==> src/rtl/time_pkg.sv <==
// time_pkg: shared definitions for the time-setting controller.
//   state_e  : controller state encoding, as seen on the mode output
//   MIN_LIM / HR_LIM : packed-BCD upper limits of the minutes and hours fields
//   bcd_inc  : packed-BCD increment with wrap at the limit; invalid input -> 00
package time_pkg;

  typedef enum logic [1:0] {
    RUN     = 2'b00,
    SET_MIN = 2'b01,
    SET_HR  = 2'b10,
    BAD     = 2'b11   // never entered; recovers to RUN
  } state_e;

  localparam logic [7:0] MIN_LIM = 8'h59;
  localparam logic [7:0] HR_LIM  = 8'h23;

  // Valid BCD values keep their numeric order when compared as plain binary,
  // so one compare against the limit covers both "wrap" and "out of range".
  function automatic logic [7:0] bcd_inc(input logic [7:0] v, input logic [7:0] lim);
    logic [7:0] r;
    if (v[7:4] > 4'd9 || v[3:0] > 4'd9 || v >= lim) r = 8'h00;
    else if (v[3:0] == 4'd9)                         r = {v[7:4] + 4'd1, 4'd0};
    else                                             r = {v[7:4], v[3:0] + 4'd1};
    return r;
  endfunction

endpackage

==> src/rtl/time_set_ctrl_if.sv <==
// time_set_ctrl_if: bundle between the controller and the clock datapath.
//   btn_mode, btn_inc         : raw buttons (async, active-high)
//   sec_q, min_q, hr_q        : current packed-BCD counter values
//   tick                      : one-cycle seconds pulse
//   sec_load/min_load/hr_load : one-cycle load strobes, data on load_data
//   mode                      : controller state (00 RUN, 01 SET_MIN, 10 SET_HR)
//   blink                     : display field-blink enable
// master = controller side, slave = datapath / board side.
interface time_set_ctrl_if;
  logic       btn_mode, btn_inc;
  logic [7:0] sec_q, min_q, hr_q;
  logic       tick;
  logic       sec_load, min_load, hr_load;
  logic [7:0] load_data;
  logic [1:0] mode;
  logic       blink;

  modport master (
    input  btn_mode, btn_inc, sec_q, min_q, hr_q,
    output tick, sec_load, min_load, hr_load, load_data, mode, blink
  );

  modport slave (
    output btn_mode, btn_inc, sec_q, min_q, hr_q,
    input  tick, sec_load, min_load, hr_load, load_data, mode, blink
  );
endinterface

==> src/rtl/btn_debounce.sv <==
// btn_debounce: 2-FF synchronizer, level debouncer and press detector.
//   clk, reset : clock, synchronous active-high reset
//   btn        : raw asynchronous button
//   press      : one-cycle pulse when the debounced level rises
// The debounced level flips once DB_LEN consecutive synchronized samples
// disagree with it; any agreeing sample restarts the count.
module btn_debounce #(
  parameter int DB_LEN = 16
) (
  input  logic clk,
  input  logic reset,
  input  logic btn,
  output logic press
);
  localparam int CW = (DB_LEN > 1) ? $clog2(DB_LEN) : 1;

  logic [1:0]    sync;
  logic          lvl;
  logic [CW-1:0] cnt;

  always_ff @(posedge clk) begin
    if (reset) begin
      sync  <= '0;
      lvl   <= 1'b0;
      cnt   <= '0;
      press <= 1'b0;
    end else begin
      sync  <= {sync[0], btn};
      press <= 1'b0;
      if (sync[1] == lvl) begin
        cnt <= '0;
      end else if (cnt == CW'(DB_LEN - 1)) begin
        cnt   <= '0;
        lvl   <= sync[1];
        press <= sync[1];   // rising edge only; releases are silent
      end else begin
        cnt <= cnt + 1'b1;
      end
    end
  end
endmodule

==> src/rtl/time_set_ctrl.sv <==
// time_set_ctrl: mode FSM, seconds prescaler and field-set logic of a clock.
//   clk, reset : clock, synchronous active-high reset
//   ifc        : time_set_ctrl_if.master (buttons, counter values, tick,
//                load strobes + load_data, mode, blink)
// Mode press cycles RUN -> SET_MIN -> SET_HR -> RUN. Entering SET_MIN clears
// seconds; inc presses in the set states load field+1 (BCD) one cycle later.
module time_set_ctrl
  import time_pkg::*;
#(
  parameter int TICK_DIV = 1000,
  parameter int DB_LEN   = 16
) (
  input logic            clk,
  input logic            reset,
  time_set_ctrl_if.master ifc
);
  localparam int NBTN = 2;
  localparam int PW   = (TICK_DIV > 2) ? $clog2(TICK_DIV) : 1;
  localparam logic [PW-1:0] LAST = PW'(TICK_DIV - 1);

  logic [NBTN-1:0] btn_raw, press;
  logic            mode_p, inc_p;

  assign btn_raw = {ifc.btn_inc, ifc.btn_mode};
  assign mode_p  = press[0];
  assign inc_p   = press[1];

  for (genvar i = 0; i < NBTN; i++) begin : g_db
    btn_debounce #(.DB_LEN(DB_LEN)) u_db (
      .clk   (clk),
      .reset (reset),
      .btn   (btn_raw[i]),
      .press (press[i])
    );
  end

  state_e          state, state_n;
  logic [PW-1:0]   pre, pre_n, bcnt, bcnt_n;
  logic            tick_q, tick_n, blink_q, blink_n;
  logic            sec_q_ld, sec_n, min_q_ld, min_n, hr_q_ld, hr_n;
  logic [7:0]      data_q, data_n;
  logic            in_set, set_n;

  // seconds value is part of the bus but never needed for control
  logic unused_sec;
  assign unused_sec = ^ifc.sec_q;

  always_ff @(posedge clk) begin
    if (reset) begin
      state    <= RUN;
      pre      <= '0;
      bcnt     <= '0;
      tick_q   <= 1'b0;
      blink_q  <= 1'b0;
      sec_q_ld <= 1'b0;
      min_q_ld <= 1'b0;
      hr_q_ld  <= 1'b0;
      data_q   <= 8'h00;
    end else begin
      state    <= state_n;
      pre      <= pre_n;
      bcnt     <= bcnt_n;
      tick_q   <= tick_n;
      blink_q  <= blink_n;
      sec_q_ld <= sec_n;
      min_q_ld <= min_n;
      hr_q_ld  <= hr_n;
      data_q   <= data_n;
    end
  end

  always_comb begin
    state_n = state;
    pre_n   = '0;
    bcnt_n  = '0;
    blink_n = 1'b0;
    sec_n   = 1'b0;
    min_n   = 1'b0;
    hr_n    = 1'b0;
    data_n  = 8'h00;

    case (state)
      RUN:     if (mode_p) state_n = SET_MIN;
      SET_MIN: if (mode_p) state_n = SET_HR;
      SET_HR:  if (mode_p) state_n = RUN;
      default: state_n = RUN;
    endcase

    // Prescaler only advances while staying in RUN, so every entry to RUN
    // restarts the tick phase from zero. tick is registered alongside the
    // count and so is high exactly while the count sits at TICK_DIV-1.
    if (state == RUN && state_n == RUN)
      pre_n = (pre == LAST) ? '0 : pre + 1'b1;
    tick_n = (state_n == RUN) && (pre_n == LAST);

    // Blink runs continuously across SET_MIN -> SET_HR, cleared elsewhere.
    in_set = (state == SET_MIN) || (state == SET_HR);
    set_n  = (state_n == SET_MIN) || (state_n == SET_HR);
    if (in_set && set_n) begin
      bcnt_n  = (bcnt == LAST) ? '0 : bcnt + 1'b1;
      blink_n = (bcnt == LAST) ? ~blink_q : blink_q;
    end

    // A mode press masks a coincident inc press.
    sec_n = (state == RUN)     && mode_p;
    min_n = (state == SET_MIN) && inc_p && !mode_p;
    hr_n  = (state == SET_HR)  && inc_p && !mode_p;
    if (min_n)     data_n = bcd_inc(ifc.min_q, MIN_LIM);
    else if (hr_n) data_n = bcd_inc(ifc.hr_q, HR_LIM);
  end

  assign ifc.tick      = tick_q;
  assign ifc.blink     = blink_q;
  assign ifc.sec_load  = sec_q_ld;
  assign ifc.min_load  = min_q_ld;
  assign ifc.hr_load   = hr_q_ld;
  assign ifc.load_data = data_q;
  assign ifc.mode      = state;
endmodule

==> src/flat_wrapper.sv <==
// flat-port wrapper written by rule: the top's interface ports become plain ports
module time_set_ctrl_flat import time_pkg::*;
#(
  parameter int TICK_DIV = 1000,
  parameter int DB_LEN   = 16
)
  (clk, reset, ifc_btn_mode, ifc_btn_inc, ifc_sec_q, ifc_min_q, ifc_hr_q, ifc_tick, ifc_sec_load, ifc_min_load, ifc_hr_load, ifc_load_data, ifc_mode, ifc_blink);
  time_set_ctrl_if ifc_i ();
  input logic clk;
  input logic reset;
  input wire logic [$bits(ifc_i.btn_mode)-1:0] ifc_btn_mode;
  input wire logic [$bits(ifc_i.btn_inc)-1:0] ifc_btn_inc;
  input wire logic [$bits(ifc_i.sec_q)-1:0] ifc_sec_q;
  input wire logic [$bits(ifc_i.min_q)-1:0] ifc_min_q;
  input wire logic [$bits(ifc_i.hr_q)-1:0] ifc_hr_q;
  output wire logic [$bits(ifc_i.tick)-1:0] ifc_tick;
  output wire logic [$bits(ifc_i.sec_load)-1:0] ifc_sec_load;
  output wire logic [$bits(ifc_i.min_load)-1:0] ifc_min_load;
  output wire logic [$bits(ifc_i.hr_load)-1:0] ifc_hr_load;
  output wire logic [$bits(ifc_i.load_data)-1:0] ifc_load_data;
  output wire logic [$bits(ifc_i.mode)-1:0] ifc_mode;
  output wire logic [$bits(ifc_i.blink)-1:0] ifc_blink;
  assign ifc_i.btn_mode = ifc_btn_mode;
  assign ifc_i.btn_inc = ifc_btn_inc;
  assign ifc_i.sec_q = ifc_sec_q;
  assign ifc_i.min_q = ifc_min_q;
  assign ifc_i.hr_q = ifc_hr_q;
  assign ifc_tick = ifc_i.tick;
  assign ifc_sec_load = ifc_i.sec_load;
  assign ifc_min_load = ifc_i.min_load;
  assign ifc_hr_load = ifc_i.hr_load;
  assign ifc_load_data = ifc_i.load_data;
  assign ifc_mode = ifc_i.mode;
  assign ifc_blink = ifc_i.blink;
  time_set_ctrl #(.TICK_DIV(TICK_DIV), .DB_LEN(DB_LEN)) u_core (.clk(clk), .reset(reset), .ifc(ifc_i));
endmodule
==> config.mk <==
export PLATFORM = sky130hd
export DESIGN_NAME = time_set_ctrl_flat
export DESIGN_NICKNAME = d
export VERILOG_FILES = /design/src/rtl/time_pkg.sv /design/src/rtl/time_set_ctrl_if.sv /design/src/rtl/btn_debounce.sv /design/src/rtl/time_set_ctrl.sv /design/src/flat_wrapper.sv
export SDC_FILE = /design/constraint.sdc
export NUM_CORES = 1
export LEC_CHECK = 0
export BUFFER_PORTS_ARGS = -buffer_cell sky130_fd_sc_hd__buf_2
export CAP_MARGIN = 20
export CORE_MARGIN = 10
export CORE_UTILIZATION = 55
export CTS_CLUSTER_SIZE = 20
export DETAILED_ROUTE_END_ITERATION = 16
export PLACE_DENSITY_LB_ADDON = 0.15
export SYNTH_ARGS = -nofsm -noshare
export SYNTH_HDL_FRONTEND = slang
export SYNTH_SLANG_ARGS = --single-unit
==> constraint.sdc <==
create_clock -name clk -period 2.3 [get_ports clk]
set_input_delay 0.46 -clock clk [delete_from_list [all_inputs] [get_ports clk]]
set_output_delay 0.46 -clock clk [all_outputs]
set_load 0.02 [all_outputs]
==> metrics.md, run 1 <==
| Metric | Value |
|---|---|
| Status | `completed` |
| Post-Syn Instances | `266` |
| Post-CTS setup buffers | `0` |
| Row count | `24` |
| P_leak | `1.122 nW` |
| Yosys reg bits | `~50` |
| Sequential area share after synthesis | `0.4168` |
| Kind of critical path | `flop to flop` |
| Synth cell types | `51` |
| DP Worst Slack | `0.1618 ns` |
| Die area | `0.007524 sq mm` |
| Yosys warns | `0` |
| Area delta synth->final | `15.37%` |
| Post-synth net total | `310` |
| Final hold viol count | `0` |
| Clock Latency Late Sink | `0.30 ns` |
| Max Used Layer | `met4` |
| Met3 routed WL | `approximately 260 um` |
| TritonCTS buffer count | `5` |
| Crit path DAT | `2.34 ns` |
| Setup TNS Final | `0 ns` |
| Starting density of the core | `0.5666` |
| Inserted Diodes | `0` |
| Total GRT Usage | `0.1286` |
| Worst slew margin | `0.5990` |
| RD Place Congestion | `approximately 0.86` |
| Register area | `0.001021 sq mm` |
| Hold/Removal Path Class | `primary input to flop` |
| Max clock buf depth | `2` |
| WL met1 | `2131 um` |
| CP required | `2.55 ns` |
| Critical Path Source Type | `flop` |
| Min cycle time layout | `2.089 ns` |
| Largest net degree at the start of global routing | `18` |
| Worst-Margin Slew | `0.5994 ns` |
| Mapped Avg Cell Area | `9.210 sq um` |
| Most frequent cells in the layout | `51 x dfxtp_1, 40 x nor2_1, 34 x buf_2, 20 x xnor2_1, 17 x nand2_1` |
| Wirelength per Cell | `12.67 um` |
| Power per cell area | `between 600 and 700 mW/mm^2` |
| Max IR drop VDD | `0.0005604 V` |
| Hold slack | `0.3611 ns` |
| Initial antenna violation count | `0` |
| Number of synthesized flops with an enable pin | `0` |
| Gr ovfl total | `0` |
| Post-layout util | `0.6536` |
| CP max FO | `9` |
| WHS Path Cells | `2` |
| Share of cells above drive strength 1 | `0.1869` |
| CTS sink cnt | `51` |
| Ys flop type | `dfxtp_1` |
| Reg2reg path depth | `10` |
| Multi-input gate area | `between 0.001 and 0.0015 sq mm` |
| # nets final | `348` |
| Clk slew on worst S/H paths | `0.09 ns` |
| Hold buffer count at CTS | `0` |
| Final setup vio count | `0` |
| Core box area | `0.004324 sq mm` |
| Via/cell ratio | `5.384` |
| First-pass GRT wire length | `7990 um` |
| Gates resized, CTS repair | `0` |
| Drt pass-1 iters | `4` |
| ANT nets after route | `0` |
| DRT iter0 DRCs | `80` |
| Die width | `86.74 um` |
| Critical Path Sink Type | `flop` |
| Fraction of registers with async set or reset after synthesis | `0` |
| Maximum clock frequency | `478.7 MHz` |
| Met2 wire length | `2066 um` |
| Port bufs | `34` |
| Setup Skew | `0.005280 ns` |
| Slew Limit Fails | `0` |
| Post-Route WL | `4523 um` |
| DRC Markers | `0` |
| Part of the cycle the worst path needs | `0.9083` |
| Final WS setup | `0.2109 ns` |
| CTS tree | `built` |
| Via count | `1922` |
| Max_cap viols | `0` |
| DP Area | `0.002681 sq mm` |
| Synthesized cell area | `roughly 0.0024 sq mm` |
| CTS root buf | `clkbuf_8` |
| Unrepaired setup endpoints after global routing | `false` |
| # IOs | `43` |
| Design area | `about 0.0028 sq mm` |
| Vias in the first global route | `roughly 1800` |
| # fillers | `378` |
| DP Wirelength | `3408 um` |
| Commonest non-fill, non-tap cell in the layout | `dfxtp_1` |
| H-tree levels | `2` |
| Die Y | `86.74 um` |
## cell usage after synthesis, drive strengths merged, types with 3 or more instances
library cell / n / share of area
nand2b: 3 / 0.0077
nor3: 12 / 0.025
clkbuf: 3 / 0.0051
and4bb: 3 / 0.017
dfxtp: 51 / 0.42
xnor2: 20 / 0.072
mux2i: 4 / 0.016
nand2: 17 / 0.026
nand3b: 4 / 0.012
nor4: 3 / 0.0077
buf: 3 / 0.0056
nand3: 11 / 0.022
ha: 16 / 0.082
o22a: 3 / 0.012
inv: 13 / 0.020
xor2: 9 / 0.032
nor2: 41 / 0.064
o21ai: 4 / 0.0082
a21oi: 5 / 0.010
nor2b: 7 / 0.018
## cells by family after synthesis
logic type | after synthesis | synth area share
simple gates | 116 | 0.2457
flops | 51 | 0.4168
compound gates | 30 | 0.1037
xor+xnor | 29 | 0.1037
buf+inv | 19 | 0.03064
fa+ha+maj | 16 | 0.08172
mux | 4 | 0.01634
other cells | 1 | 0.001531
## cell type report
| cell class | count | area share |
|---|---|---|
| Tap cell | 52 | 0.02302 |
| Clock buffer | 6 | 0.02568 |
| Clock inverter | 2 | 0.02125 |
| Inverter | 13 | 0.01726 |
| Sequential cell | 51 | 0.3612 |
| Multi-Input combinational cell | 196 | 0.4834 |
| Timing Repair Buffer | 37 | 0.06817 |
## report_power, final
part,switching [mW],internal (mW),leakage (nW)
combinational,0.0594,0.0471,0.644
sequential,0.0116,0.892,0.413
clock,0.291,0.435,0.0654
## path summary, 6_finish.rpt
path	slack, ns	end	from
setup / recovery	0.21	u_core.ifc.tick	u_core.ifc.mode[0]
hold / removal	0.36	u_core.g_db[0].u_db.sync[0]	ifc_btn_mode
setup reg to reg	0.21	u_core.ifc.tick	u_core.ifc.mode[0]
hold reg to reg	0.44	u_core.g_db[0].u_db.sync[1]	u_core.g_db[0].u_db.sync[0]
## critical path: stages, from the launching register on
cell and delay (ns):
dfxtp_1 0.46, inv_1 0.09, ha_1 0.26, nor2_1 0.10, nor2_1 0.06, o221ai_2 0.19, ha_1 0.21, and3b_1 0.22
o41ai_4 0.16, nor2_2 0.12, and4_1 0.16
## state kept, by name (all words and copies together), names as in the netlist
| name | cells |
|---|---|
| u_core.g_db.u_db.cnt | 8 |
| u_core.ifc.mode | 2 |
| u_core.ifc.blink | 1 |
| u_core.g_db.u_db.sync | 4 |
| u_core.ifc.hr_load | 1 |
| u_core.ifc.min_load | 1 |
| u_core.ifc.load_data | 8 |
| u_core.bcnt | 10 |
| u_core.ifc.tick | 1 |
| u_core.g_db.u_db.lvl | 2 |
| u_core.g_db.u_db.press | 2 |
| u_core.pre | 10 |
| u_core.ifc.sec_load | 1 |
## stage by stage
stage                     power, mW  std cells
after floorplan              0.9870        266
after global placement        1.028        349
after detailed placement      1.031        349
after CTS                     1.753        357
after global routing          1.799        357
final                         1.736        357
## layer usage
layer / track usage / vias to the layer above
met5: 0 / -
met4: 0.04713 / 0
met3: 0.04315 / 9
met2: 0.2114 / 43
met1: 0.1514 / 879
li1: - / 991
Power figures use the tool's default switching activity.
==> run 2: changes to the inputs <==
- BUFFER_PORTS_ARGS: -buffer_cell sky130_fd_sc_hd__buf_2 -> -buffer_cell sky130_fd_sc_hd__clkbuf_2
==> metrics.md, run 2 (synthesized netlist as in run 1, its figures left out) <==
| Metric | Value |
|---|---|
| Initial antenna violation count | `0` |
| Gates resized, CTS repair | `0` |
| ANT nets after route | `0` |
| DP Worst Slack | `between 0.2 and 0.25 ns` |
| Largest net degree at the start of global routing | `20` |
| First-pass GRT wire length | `7776 um` |
| Hold/Removal Path Class | `primary input to flop` |
| Drt pass-1 iters | `4` |
| Port bufs | `34` |
| Worst-Margin Slew | `approximately 0.60 ns` |
| TritonCTS buffer count | `5` |
| Final hold viol count | `0` |
| Crit path DAT | `2.31 ns` |
| Worst slew margin | `0.6003` |
| Die area | `0.007524 sq mm` |
| Area delta synth->final | `14.86%` |
| Clk slew on worst S/H paths | `0.09 ns` |
| Post-CTS setup buffers | `0` |
| Commonest non-fill, non-tap cell in the layout | `dfxtp_1` |
| # fillers | `376` |
| Max_cap viols | `0` |
| Hold buffer count at CTS | `0` |
| DRC Markers | `0` |
| Maximum clock frequency | `485.6 MHz` |
| Most frequent cells in the layout | `51 x dfxtp_1, 40 x nor2_1, 34 x clkbuf_2, 20 x xnor2_1, 17 x nand2_1` |
| Status | `completed` |
| Largest regs | `u_core.bcnt: 10 flops, u_core.pre: 10 flops` |
| Via count | `1921` |
| P_leak | `1.112 nW` |
| DRT iter0 DRCs | `57` |
| Clock Latency Late Sink | `around 0.3 ns` |
| Die Y | `about 87 um` |
| Wirelength per Cell | `12.52 um` |
| Max IR drop VDD | `0.0005117 V` |
| Starting density of the core | `0.5666` |
| Via/cell ratio | `between 5 and 6` |
| H-tree levels | `2` |
| Vias in the first global route | `1778` |
| Power per cell area | `615.6 mW/mm^2` |
| Total GRT Usage | `0.1241` |
| Post-Route WL | `4469 um` |
| CP required | `2.55 ns` |
| Final setup vio count | `0` |
| CTS sink cnt | `51` |
| Share of cells above drive strength 1 | `0.1803` |
| Critical Path Sink Type | `flop` |
| Final WS setup | `0.2405 ns` |
| Die width | `86.74 um` |
| Part of the cycle the worst path needs | `0.8954` |
| Unrepaired setup endpoints after global routing | `false` |
| DP Wirelength | `3359 um` |
| RD Place Congestion | `0.8340` |
| Setup TNS Final | `0 ns` |
| Gr ovfl total | `0` |
| CP max FO | `9` |
| CTS tree | `built` |
| Row count | `24` |
| Core box area | `0.004324 sq mm` |
| Critical Path Source Type | `flop` |
| Kind of critical path | `flop to flop` |
| Min cycle time layout | `about 2.1 ns` |
| Setup Skew | `0.005796 ns` |
| # IOs | `43` |
| CTS root buf | `clkbuf_8` |
| # nets final | `roughly 350` |
| Inserted Diodes | `0` |
| Max clock buf depth | `2` |
| Slew Limit Fails | `0` |
run 2: changes by cell type in the layout (fill, tap and decap cells not counted), sizes merged:
cell and delta:
clkbuf +34, buf -34
run 2: cell type report:
cell class	count	area [sq um]	share of cell area
Clock buffer	6	72.57	0.02579
Clock inverter	2	60.06	0.02134
Inverter	13	48.80	0.01734
Multi-Input combinational cell	196	1354	0.4811
Sequential cell	51	1021	0.3628
Tap cell	52	65.06	0.02312
Timing Repair Buffer	37	192.7	0.06847
run 2: path summary, 6_finish.rpt:
kind / start / to / slack [ns] / depth (start not counted)
worst min register to register: u_core.g_db[1].u_db.sync[0] / u_core.g_db[1].u_db.sync[1] / 0.44 / 1
worst max-delay path: u_core.ifc.mode[0] / u_core.ifc.tick / 0.24 / 10
worst min-delay path: ifc_btn_inc / u_core.g_db[1].u_db.sync[0] / 0.37 / 2
worst max register to register: u_core.ifc.mode[0] / u_core.ifc.tick / 0.24 / 10
run 2: metal layers:
metal	global-route usage	vias up	routed length (um)
li1	-	999	-
met1	0.1468	884	2086
met2	0.2081	33	2083
met3	0.04128	5	244
met4	0.03535	0	54
met5	0	-	0
run 2: report_power, final:
part	total (mW)	switching (mW)	internal (mW)
logic	0.106	0.0592	0.0471
registers	0.904	0.0115	0.892
clock network	0.722	0.288	0.435
run 2: stage by stage:
stage / power (mW) / hold slack, ns / util / instances / area [sq um]
2_1_floorplan: 0.9870 / 0.4138 / - / 266 / 2450
3_5_place_dp: 1.031 / 0.4204 / 0.6201 / 349 / 2681
5_1_grt: 1.797 / 0.3771 / 0.6508 / 357 / 2814
6_report: 1.732 / 0.3687 / 0.6508 / 357 / 2814
4_1_cts: 1.753 / 0.3609 / 0.6508 / 357 / 2814
3_3_place_gp: 1.028 / 0.4169 / 0.6201 / 349 / 2681
run 2: worst max-delay path: stages (launching register included):
cell,delay (ns)
dfxtp_1,0.43
inv_1,0.09
ha_1,0.25
nor2_1,0.10
nor2_1,0.05
o221ai_1,0.21
ha_1,0.22
and3b_1,0.21
o41ai_4,0.15
nor2_2,0.12
and4_1,0.16
==> run 3: changes to the inputs <==
- clock period: 2.3 -> 2.43 ns (I/O delays scaled with it)
==> metrics.md, run 3 (synthesized netlist as in run 1, its figures left out) <==
| Metric | Value |
|---|---|
| Unrepaired setup endpoints after global routing | `false` |
| Clk slew on worst S/H paths | `approximately 0.090 ns` |
| Clock Latency Late Sink | `0.30 ns` |
| Setup TNS Final | `0 ns` |
| Via/cell ratio | `~5.3` |
| RD Place Congestion | `slightly above 0.8` |
| P_leak | `1.078 nW` |
| Initial antenna violation count | `0` |
| Die Y | `86.74 um` |
| # IOs | `43` |
| Most Crowded Layer GR | `met2` |
| Power per cell area | `a little over 500 mW/mm^2` |
| CP max FO | `9` |
| Commonest non-fill, non-tap cell in the layout | `dfxtp_1` |
| Part of the cycle the worst path needs | `0.8669` |
| Met3 Resource Use GR | `0.04409` |
| ANT nets after route | `0` |
| Die area | `roughly 0.0075 sq mm` |
| Critical Path Source Type | `flop` |
| Slew Limit Fails | `0` |
| Hold slack | `a little under 0.4 ns` |
| CTS sink cnt | `51` |
| Total GRT Usage | `0.1236` |
| CP required | `2.68 ns` |
| Post-CTS setup buffers | `0` |
| Kind of critical path | `flop to flop` |
| Share of cells above drive strength 1 | `0.1749` |
| Gr ovfl total | `0` |
| Drt pass-1 iters | `4` |
| Most frequent cells in the layout | `51 x dfxtp_1, 40 x nor2_1, 34 x clkbuf_2, 20 x xnor2_1, 17 x nand2_1` |
| Largest net degree at the start of global routing | `19` |
| TritonCTS buffer count | `5` |
| Post-Route WL | `4523 um` |
| Hold buffer count at CTS | `0` |
| Final WS setup | `0.3235 ns` |
| Row count | `24` |
| DRC Markers | `0` |
| CP peak stage delay | `0.43 ns` |
| Max IR drop VDD | `0.0003300 V` |
| Area delta synth->final | `12.31%` |
| Gates resized, CTS repair | `0` |
| Status | `completed` |
| Die width | `86.74 um` |
| Via count | `around 1900` |
| CP bufs+invs | `1` |
| Met1 Use GR | `0.1399` |
| DRT iter0 DRCs | `between 90 and 100` |
| Slowest-stage cell, CP | `dfxtp_1` |
| Inserted Diodes | `0` |
| DP Wirelength | `3360 um` |
| Final hold viol count | `0` |
| CP top delay family | `simple AND/OR/NAND/NOR gates` |
| First-pass GRT wire length | `between 7000 and 8000 um` |
| H-tree levels | `2` |
| Critical Path Sink Type | `flop` |
| Core box area | `0.004324 sq mm` |
| Starting density of the core | `0.5666` |
| Max_cap viols | `0` |
| Vias in the first global route | `1817` |
| Wirelength per Cell | `between 10 and 15 um` |
| Worst-Margin Slew | `0.6158 ns` |
| CTS tree | `built` |
| Hold/Removal Path Class | `primary input to flop` |
| Port bufs | `34` |
| Met2 usage | `0.2141` |
| Maximum clock frequency | `474.7 MHz` |
| Setup Skew | `0.005295 ns` |
| Max clock buf depth | `2` |
| Final setup vio count | `0` |
| Critical Path, Cell by Cell | `inv_1 -> ha_1 -> nor2_1 -> nor2_1 -> o221ai_1 -> ha_1 -> and3b_1 -> o41ai_4 -> nor2_2 -> and4_1` |
| # nets final | `346` |
| DP Worst Slack | `around 0.31 ns` |
| Crit path DAT | `~2.4 ns` |
| Largest regs | `u_core.bcnt: 10 flops, u_core.pre: 10 flops` |
| Total power | `1.427 mW` |
| Min cycle time layout | `2.106 ns` |
| Worst slew margin | `0.5881` |
| CTS root buf | `clkbuf_8` |
## run 3: layer usage
metal	routed length, um	share of wire
met1	2065	0.46
met2	2125	0.47
met5	0	0
met4	51	0.011
met3	281	0.062
## run 3: worst register-to-register path, cell delays in order, from the launching register on
cell,delay [ns]
dfxtp_1,0.43
inv_1,0.09
ha_1,0.25
nor2_1,0.11
nor2_1,0.04
o221ai_1,0.23
ha_1,0.24
and3b_1,0.22
o41ai_4,0.16
nor2_2,0.12
and4_1,0.17
## run 3: power breakdown
group          switching [mW]  leakage (nW)  internal, mW
combinational          0.0567         0.624        0.0438
sequential             0.0112         0.413         0.844
clock                   0.269        0.0412         0.202
## run 3: final timing paths
| kind | startpoint | slack, ns | end | cells after the start |
|---|---|---|---|---|
| max reg2reg | u_core.ifc.mode[0] | 0.32 | u_core.ifc.tick | 10 |
| min reg2reg | u_core.g_db[0].u_db.sync[0] | 0.44 | u_core.g_db[0].u_db.sync[1] | 1 |
| min | ifc_btn_inc | 0.40 | u_core.g_db[1].u_db.sync[0] | 2 |
| max | u_core.ifc.mode[0] | 0.32 | u_core.ifc.tick | 10 |
## run 3: layout make-up
type | count | area (sq um)
well taps | 52 | 65.06
multi-input cells | 196 | 1354
repair buffers | 35 | 177.7
flip-flops and latches | 51 | 1021
inverters | 13 | 48.80
clock buffers | 6 | 72.57
fillers | 379 | 1573
clock inverters | 2 | 12.51
## run 3: stage by stage
| step | cells | instance area [sq um] | utilization |
|---|---|---|---|
| floorplan | 266 | 2450 | - |
| global placement | 347 | 2666 | 0.6166 |
| detailed placement | 347 | 2666 | 0.6166 |
| CTS | 355 | 2751 | 0.6363 |
| global route | 355 | 2751 | 0.6363 |
| finish | 355 | 2751 | 0.6363 |
